### src/rtl/acc_pkg.sv
// Shared constants for the accumulator bank: opcodes, flag bit positions
// and the MAC sequencer state encoding.
package acc_pkg;

   localparam logic [2:0] OP_NOP  = 3'd0;
   localparam logic [2:0] OP_LOAD = 3'd1;
   localparam logic [2:0] OP_ADD  = 3'd2;
   localparam logic [2:0] OP_SUB  = 3'd3;
   localparam logic [2:0] OP_SHL  = 3'd4;
   localparam logic [2:0] OP_SHR  = 3'd5;
   localparam logic [2:0] OP_CLR  = 3'd6;
   localparam logic [2:0] OP_MAC  = 3'd7;

   localparam int FLG_Z = 3;
   localparam int FLG_N = 2;
   localparam int FLG_C = 1;
   localparam int FLG_V = 0;

   localparam logic [1:0] ST_IDLE = 2'd0;
   localparam logic [1:0] ST_MUL  = 2'd1;
   localparam logic [1:0] ST_WB   = 2'd2;

   typedef logic [3:0] flags_t;

endpackage

### src/rtl/acc_bank_if.sv
// Op-issue and read-port bundle between the control unit (master) and the
// accumulator bank (slave).
interface acc_bank_if #(
   parameter int DATA_W = 16,
   parameter int SEL_W  = 2
);
   import acc_pkg::*;

   logic              op_valid;
   logic              op_ready;
   logic [2:0]        op_code;
   logic [SEL_W-1:0]  op_sel;
   logic [DATA_W-1:0] op_data;
   logic [SEL_W-1:0]  rd_sel;
   logic [DATA_W-1:0] rd_data;
   flags_t            rd_flags;
   logic              done;

   modport master (
      output op_valid, op_code, op_sel, op_data, rd_sel,
      input  op_ready, rd_data, rd_flags, done
   );

   modport slave (
      input  op_valid, op_code, op_sel, op_data, rd_sel,
      output op_ready, rd_data, rd_flags, done
   );

endinterface

### src/rtl/acc_serial_mul.sv
// Unsigned DATA_W/2 x DATA_W/2 shift-add multiplier, one partial product per clock.
// done_o is high during the cycle whose edge performs the last step; prod_o is final after it.
module acc_serial_mul #(
   parameter int DATA_W = 16
) (
   input  logic                clk,
   input  logic                rst,
   input  logic                start_i,
   input  logic [DATA_W/2-1:0] a_i,
   input  logic [DATA_W/2-1:0] b_i,
   output logic                busy_o,
   output logic                done_o,
   output logic [DATA_W-1:0]   prod_o
);
   localparam int HALF  = DATA_W / 2;
   localparam int CNT_W = $clog2(HALF + 1);

   logic [DATA_W-1:0] mcand_q, mcand_d;
   logic [DATA_W-1:0] prod_q, prod_d;
   logic [HALF-1:0]   mplier_q, mplier_d;
   logic [CNT_W-1:0]  cnt_q, cnt_d;
   logic              busy_q, busy_d;
   logic              last;

   assign last   = busy_q && (cnt_q == CNT_W'(1));
   assign busy_o = busy_q;
   assign done_o = last;
   assign prod_o = prod_q;

   always_comb begin
      mcand_d  = mcand_q;
      prod_d   = prod_q;
      mplier_d = mplier_q;
      cnt_d    = cnt_q;
      busy_d   = busy_q;
      if (start_i && !busy_q) begin
         mcand_d  = {{HALF{1'b0}}, a_i};
         mplier_d = b_i;
         prod_d   = '0;
         cnt_d    = CNT_W'(HALF);
         busy_d   = 1'b1;
      end else if (busy_q) begin
         if (mplier_q[0]) prod_d = prod_q + mcand_q;
         mcand_d  = mcand_q << 1;
         mplier_d = mplier_q >> 1;
         cnt_d    = cnt_q - CNT_W'(1);
         if (last) busy_d = 1'b0;
      end
   end

   always_ff @(posedge clk or posedge rst) begin
      if (rst) begin
         mcand_q  <= '0;
         prod_q   <= '0;
         mplier_q <= '0;
         cnt_q    <= '0;
         busy_q   <= 1'b0;
      end else begin
         mcand_q  <= mcand_d;
         prod_q   <= prod_d;
         mplier_q <= mplier_d;
         cnt_q    <= cnt_d;
         busy_q   <= busy_d;
      end
   end

endmodule

### src/rtl/acc_bank.sv
// Bank of NUM_ACC accumulators with per-accumulator {Z,N,C,V} flags,
// single-cycle ALU ops and a serial multiply-accumulate.
//
// state   | meaning
// --------+-----------------------------------------------------------
// IDLE    | accepting ops; single-cycle ops commit on their accept edge
// MUL     | serial multiplier stepping, op_ready low
// WB      | add product into the latched accumulator, then back to IDLE
module acc_bank
   import acc_pkg::*;
#(
   parameter int DATA_W  = 16,
   parameter int NUM_ACC = 4,
   parameter int SEL_W   = (NUM_ACC > 1) ? $clog2(NUM_ACC) : 1
) (
   input  logic     clk,
   input  logic     rst,
   acc_bank_if.slave bus
);
   localparam int HALF = DATA_W / 2;
   localparam int MSB  = DATA_W - 1;

   logic [DATA_W-1:0] acc_q [NUM_ACC];
   flags_t            flg_q [NUM_ACC];
   logic [1:0]        state_q, state_d;
   logic [SEL_W-1:0]  sel_q, sel_d;
   logic              done_q;

   logic              accept, mac_start, in_wb;
   logic              mul_busy, mul_done;
   logic [DATA_W-1:0] mul_prod;

   logic [2:0]        c_code;
   logic [SEL_W-1:0]  c_sel;
   logic [DATA_W-1:0] c_opnd, cur, res;
   logic              sel_ok, c_flag, v_flag, commit_en;
   logic [DATA_W:0]   sum, diff;
   flags_t            res_flg;

   assign accept       = bus.op_valid && bus.op_ready;
   assign mac_start    = accept && (bus.op_code == OP_MAC);
   assign in_wb        = (state_q == ST_WB);
   assign bus.op_ready = (state_q == ST_IDLE) && !mul_busy;
   assign bus.done     = done_q;

   acc_serial_mul #(.DATA_W(DATA_W)) u_mul (
      .clk     (clk),
      .rst     (rst),
      .start_i (mac_start),
      .a_i     (bus.op_data[HALF-1:0]),
      .b_i     (bus.op_data[DATA_W-1:HALF]),
      .busy_o  (mul_busy),
      .done_o  (mul_done),
      .prod_o  (mul_prod)
   );

   always_comb begin
      state_d = state_q;
      sel_d   = sel_q;
      case (state_q)
         ST_IDLE: if (mac_start) begin
            state_d = ST_MUL;
            sel_d   = bus.op_sel;
         end
         ST_MUL:  if (mul_done) state_d = ST_WB;
         ST_WB:   state_d = ST_IDLE;
         default: state_d = ST_IDLE;
      endcase
   end

   // The MAC write-back reuses the ADD path with the product as operand.
   always_comb begin
      c_code = in_wb ? OP_ADD   : bus.op_code;
      c_sel  = in_wb ? sel_q    : bus.op_sel;
      c_opnd = in_wb ? mul_prod : bus.op_data;
      cur    = '0;
      sel_ok = 1'b0;
      for (int i = 0; i < NUM_ACC; i++) begin
         if (c_sel == SEL_W'(i)) begin
            cur    = acc_q[i];
            sel_ok = 1'b1;
         end
      end
   end

   always_comb begin
      sum    = {1'b0, cur} + {1'b0, c_opnd};
      diff   = {1'b0, cur} - {1'b0, c_opnd};
      res    = cur;
      c_flag = 1'b0;
      v_flag = 1'b0;
      case (c_code)
         OP_LOAD: res = c_opnd;
         OP_ADD, OP_MAC: begin
            res    = sum[MSB:0];
            c_flag = sum[DATA_W];
            v_flag = (cur[MSB] == c_opnd[MSB]) && (res[MSB] != cur[MSB]);
         end
         OP_SUB: begin
            res    = diff[MSB:0];
            c_flag = diff[DATA_W];
            v_flag = (cur[MSB] != c_opnd[MSB]) && (res[MSB] != cur[MSB]);
         end
         OP_SHL: begin
            res    = {cur[MSB-1:0], 1'b0};
            c_flag = cur[MSB];
         end
         OP_SHR: begin
            res    = {1'b0, cur[MSB:1]};
            c_flag = cur[0];
         end
         OP_CLR:  res = '0;
         default: res = cur;
      endcase
      res_flg        = '0;
      res_flg[FLG_Z] = (res == '0);
      res_flg[FLG_N] = res[MSB];
      res_flg[FLG_C] = c_flag;
      res_flg[FLG_V] = v_flag;
      commit_en = sel_ok && (in_wb ||
                  (accept && (c_code != OP_NOP) && (c_code != OP_MAC)));
   end

   always_comb begin
      bus.rd_data  = '0;
      bus.rd_flags = '0;
      for (int i = 0; i < NUM_ACC; i++) begin
         if (bus.rd_sel == SEL_W'(i)) begin
            bus.rd_data  = acc_q[i];
            bus.rd_flags = flg_q[i];
         end
      end
   end

   always_ff @(posedge clk or posedge rst) begin
      if (rst) begin
         state_q <= ST_IDLE;
         sel_q   <= '0;
         done_q  <= 1'b0;
         for (int i = 0; i < NUM_ACC; i++) begin
            acc_q[i] <= '0;
            flg_q[i] <= '0;
         end
      end else begin
         state_q <= state_d;
         sel_q   <= sel_d;
         done_q  <= commit_en;
         for (int i = 0; i < NUM_ACC; i++) begin
            if (commit_en && (c_sel == SEL_W'(i))) begin
               acc_q[i] <= res;
               flg_q[i] <= res_flg;
            end
         end
      end
   end

endmodule

### src/flat_wrapper.sv
// flat-port wrapper written by rule: the top's interface ports become plain ports
module acc_bank_flat import acc_pkg::*;
#(
   parameter int DATA_W  = 16,
   parameter int NUM_ACC = 4,
   parameter int SEL_W   = (NUM_ACC > 1) ? $clog2(NUM_ACC) : 1
)
  (clk, rst, bus_op_valid, bus_op_code, bus_op_sel, bus_op_data, bus_rd_sel, bus_op_ready, bus_rd_data, bus_rd_flags, bus_done);
  acc_bank_if #(.DATA_W(DATA_W), .SEL_W(SEL_W)) bus_i ();
  input  logic clk;
  input  logic rst;
  input wire logic [$bits(bus_i.op_valid)-1:0] bus_op_valid;
  input wire logic [$bits(bus_i.op_code)-1:0] bus_op_code;
  input wire logic [$bits(bus_i.op_sel)-1:0] bus_op_sel;
  input wire logic [$bits(bus_i.op_data)-1:0] bus_op_data;
  input wire logic [$bits(bus_i.rd_sel)-1:0] bus_rd_sel;
  output wire logic [$bits(bus_i.op_ready)-1:0] bus_op_ready;
  output wire logic [$bits(bus_i.rd_data)-1:0] bus_rd_data;
  output wire logic [$bits(bus_i.rd_flags)-1:0] bus_rd_flags;
  output wire logic [$bits(bus_i.done)-1:0] bus_done;
  assign bus_i.op_valid = bus_op_valid;
  assign bus_i.op_code = bus_op_code;
  assign bus_i.op_sel = bus_op_sel;
  assign bus_i.op_data = bus_op_data;
  assign bus_i.rd_sel = bus_rd_sel;
  assign bus_op_ready = bus_i.op_ready;
  assign bus_rd_data = bus_i.rd_data;
  assign bus_rd_flags = bus_i.rd_flags;
  assign bus_done = bus_i.done;
  acc_bank #(.DATA_W(DATA_W), .NUM_ACC(NUM_ACC), .SEL_W(SEL_W)) u_core (.clk(clk), .rst(rst), .bus(bus_i));
endmodule
### config.mk
export PLATFORM = sky130hd
export DESIGN_NAME = acc_bank_flat
export DESIGN_NICKNAME = d
export VERILOG_FILES = /design/src/rtl/acc_pkg.sv /design/src/rtl/acc_bank_if.sv /design/src/rtl/acc_serial_mul.sv /design/src/rtl/acc_bank.sv /design/src/flat_wrapper.sv
export SDC_FILE = /design/constraint.sdc
export NUM_CORES = 1
export LEC_CHECK = 0
export BUFFER_PORTS_ARGS = -buffer_cell sky130_fd_sc_hd__buf_4
export CAP_MARGIN = 5
export CORE_MARGIN = 3
export CORE_UTILIZATION = 55
export CTS_CLUSTER_SIZE = 14
export DETAILED_ROUTE_END_ITERATION = 6
export HOLD_SLACK_MARGIN = 0.03
export PLACE_DENSITY = 0.71
export SLEW_MARGIN = 25
export SYNTH_ARGS = -nofsm -noshare
export SYNTH_HDL_FRONTEND = slang
export SYNTH_SLANG_ARGS = --single-unit
### constraint.sdc
create_clock -name clk -period 7.3 [get_ports clk]
set_input_delay 1.46 -clock clk [delete_from_list [all_inputs] [get_ports clk]]
set_output_delay 1.46 -clock clk [all_outputs]
set_load 0.05 [all_outputs]
==> flow_summary.yaml <==
status:
  status: "complete, no violations"
global_route:
  grt_pass1_wl_um: 42170
  grt_max_degree: 74
  track_usage: 0.2973
  first_global_vias: 7725
  grt_overflow_total: 0
  antenna_found_initial: 0
cells_and_area:
  stdcell_count: 1288
  drive_above_1_share: 0.1399
  antennaDiodeCount: 0
  final_common_cell: "nand2_1"
  fill_cells: 1409
  final_area_um2: 10110
  final_cell_mix: "261 x nand2_1, 126 x dfrtp_1, 68 x nor2_1"
  layout.area.seq_um2: 3153
  final_util: 0.6320
  nets: 1140
  multi_input_area_um2: 5499
  syn2layout_area_growth_pct: 11.82
timing:
  layout_min_cycle_time_ps: 6400
  hold_viol: 0
  maxSlewHeadroom: 0.2816
  setup_viol_count_final: 0
  fmax_mhz: 156.3
  setup_tns_ps: 0
  timing.hold.ws_ps: 477.8
  finalWorstSetupSlack_ps: 900.1
  final_max_slew_viol_count: 0
  skew_ps: 11.27
  tightest_slew_ps: 1074
  rsz0062_at_grt: "false"
  period_share: 0.8767
logic_synthesis:
  ys_async_sr_fraction: 1.000
  synth_area_leaders: "dfrtp_1 35%, nand2_1 11%, mux4_2 7.5%"
  synth_flop_cell: "dfrtp_1"
  synthSimpleGateAreaFrac: 0.1895
  yosys.area_share.adder: 0.07858
  yosysTopAreaCell: "dfrtp_1"
  synth_area_per_cell_um2: 8.713
  yosysUniqueCellTypes: 73
  synth_xor_area_frac: 0.02905
  netlist_area_um2: 9044
  synth_top_area_frac: 0.3486
  synth_compound_area_frac: 0.1794
  synth_top_family_by_area: "simple AND/OR/NAND/NOR gates"
  synth.net_count: 1119
  synth_seq_cells: 126
  ys_seq_area_frac: 0.3486
  synthMuxAreaShare: 0.1285
  postSynthCellCount: 1038
  ys_warn_count: 0
  synth_edf_count: 0
clocking:
  cts_resized: 0
  cts.reportedPaths.clkPinSlew_ps: 60
  post_cts_buffers: 0
  cts_hold_buffers: 0
  cts_tree: "built"
  cts.sinks: 126
  clk_latency_ps: 440
  clk_path_buf_depth: 2
  clock-root-buffer: "clkbuf_16"
  cts_made_buffers: 17
  htree_levels: 4
power_and_ir_drop:
  power_density_nw_per_um2: 426.4
  vdd_ir_drop_max_mv: 0.2625
  p_total_mw: 4.312
  p_leak_nw: 4.797
hold_path:
  hp-class: "flop to flop"
floorplan:
  core_um2: 16000
  die-area_um2: 18020
  start_util: 0.5652
  dieWidth_um: 134.2
  rows: 46
  io_pins: 48
  die_h_um: 134.2
detailed_routing:
  vias_per_cell: 6.290
  ant_nets: 0
  drc: 0
  wl_per_cell_um: 20.27
  first_iter_violations: 1013
  drtPass1Iterations: 6
  wl_um: 26110
  vias: 8102
placed_design:
  gp_congestion: 1.014
  dp_cells: 1256
  dp_hpwl_um: 18040
  place_area_um2: 9507
  portBuffers: 47
  pre_cts_ws_ps: 593.8
critical_path:
  r2r_end: "u_core.flg_q[11]"
  critPathMaxFanout: 25
  r2r_slack_ps: 1110
  r2r_start: "u_core.state_q[0]"
  cp-start-kind: "input pin"
  cp_data_arrival_time_ps: 6740
  critPathLaunch: "bus_op_sel[1]"
  reg2reg_depth: 19
  critPathCaptureType: "flop"
  path_class: "input pin to flop"
  cp-endpoint: "u_core.flg_q[11]"
  worstPathRequired_ps: 7640
job:
  drv_cap: 0
==> cells in the mapped netlist, types with 13 or more instances <==
cell type  count
o22ai_1       22
clkbuf_1      38
nor3_1        14
xnor2_1       20
dfrtp_1      126
inv_1         48
nor2_1        69
mux4_2        30
o21ai_0       63
nand2b_1      15
a21oi_1       55
a22oi_1       13
mux2i_1       34
nand2_1      262
ha_1          52
==> state kept, by name (all words and copies together), names as in the netlist <==
name and cells:
u_core.acc_q 60, u_core.bus.done 1, u_core.flg_q 16, u_core.sel_q 2, u_core.state_q 2, u_core.u_mul.busy_o 1, u_core.u_mul.cnt_q 4, u_core.u_mul.mcand_q 16
u_core.u_mul.mplier_q 8, u_core.u_mul.prod_o 16
==> cell type report <==
class / count / share of cell area
tap: 216 / 0.02673
sequential: 126 / 0.3118
timing repair buffer: 54 / 0.04009
clock inverter: 15 / 0.01708
multi-input combinational: 811 / 0.5438
clock buffer: 17 / 0.04207
inverter: 49 / 0.01844
==> metal layers <==
metal,track usage,part of all wire,up-vias
li1,-,-,3717
met1,0.4234,0.43,3921
met2,0.4547,0.46,400
met3,0.06114,0.085,64
met4,0.1035,0.026,0
met5,0,0,-
==> worst max-delay path, stage by stage <==
cell and delay [ps]:
buf_4 100, mux2_4 390, mux4_2 610, inv_1 120
ha_1 170, inv_1 70, fa_1 470, nor2b_1 150
o21ai_0 240, a21oi_1 150, o41ai_1 580, o21ai_1 190
o31a_1 300, xnor2_1 140, o21ai_1 70, a21oi_1 340
or4b_1 470, or4_4 480, o31ai_2 240
==> how the worst min path moves through the flow <==
stage | startpoint | cells after the start | endpoint | slack (ps)
floorplan | u_core.flg_q[0] | 2 | u_core.flg_q[0] | 440
global placement | u_core.flg_q[4] | 2 | u_core.flg_q[4] | 450
detailed placement | u_core.u_mul.mplier_q[6] | 2 | u_core.u_mul.mplier_q[6] | 460
CTS | u_core.u_mul.mplier_q[6] | 2 | u_core.u_mul.mplier_q[6] | 480
global route | u_core.u_mul.mplier_q[6] | 2 | u_core.u_mul.mplier_q[6] | 500
finish | u_core.u_mul.mplier_q[6] | 2 | u_core.u_mul.mplier_q[6] | 480
==> power by group <==
part,switching [mW],total [mW],internal (mW)
sequential,0.243,1.23,0.991
clock,0.376,0.889,0.513
combinational,1.34,2.19,0.851
==> kinds of logic (layout without fill, tap and decap cells) <==
| family | after synthesis | count (layout) |
|---|---|---|
| AO/OA/AOI/OAI | 245 | 245 |
| XOR/XNOR | 30 | 30 |
| adder cells (fa/ha/maj) | 55 | 55 |
| buffers and inverters | 101 | 135 |
| flip-flops | 126 | 126 |
| multiplexers | 75 | 75 |
| AND/OR/NAND/NOR | 406 | 406 |
Power figures use the tool's default switching activity.
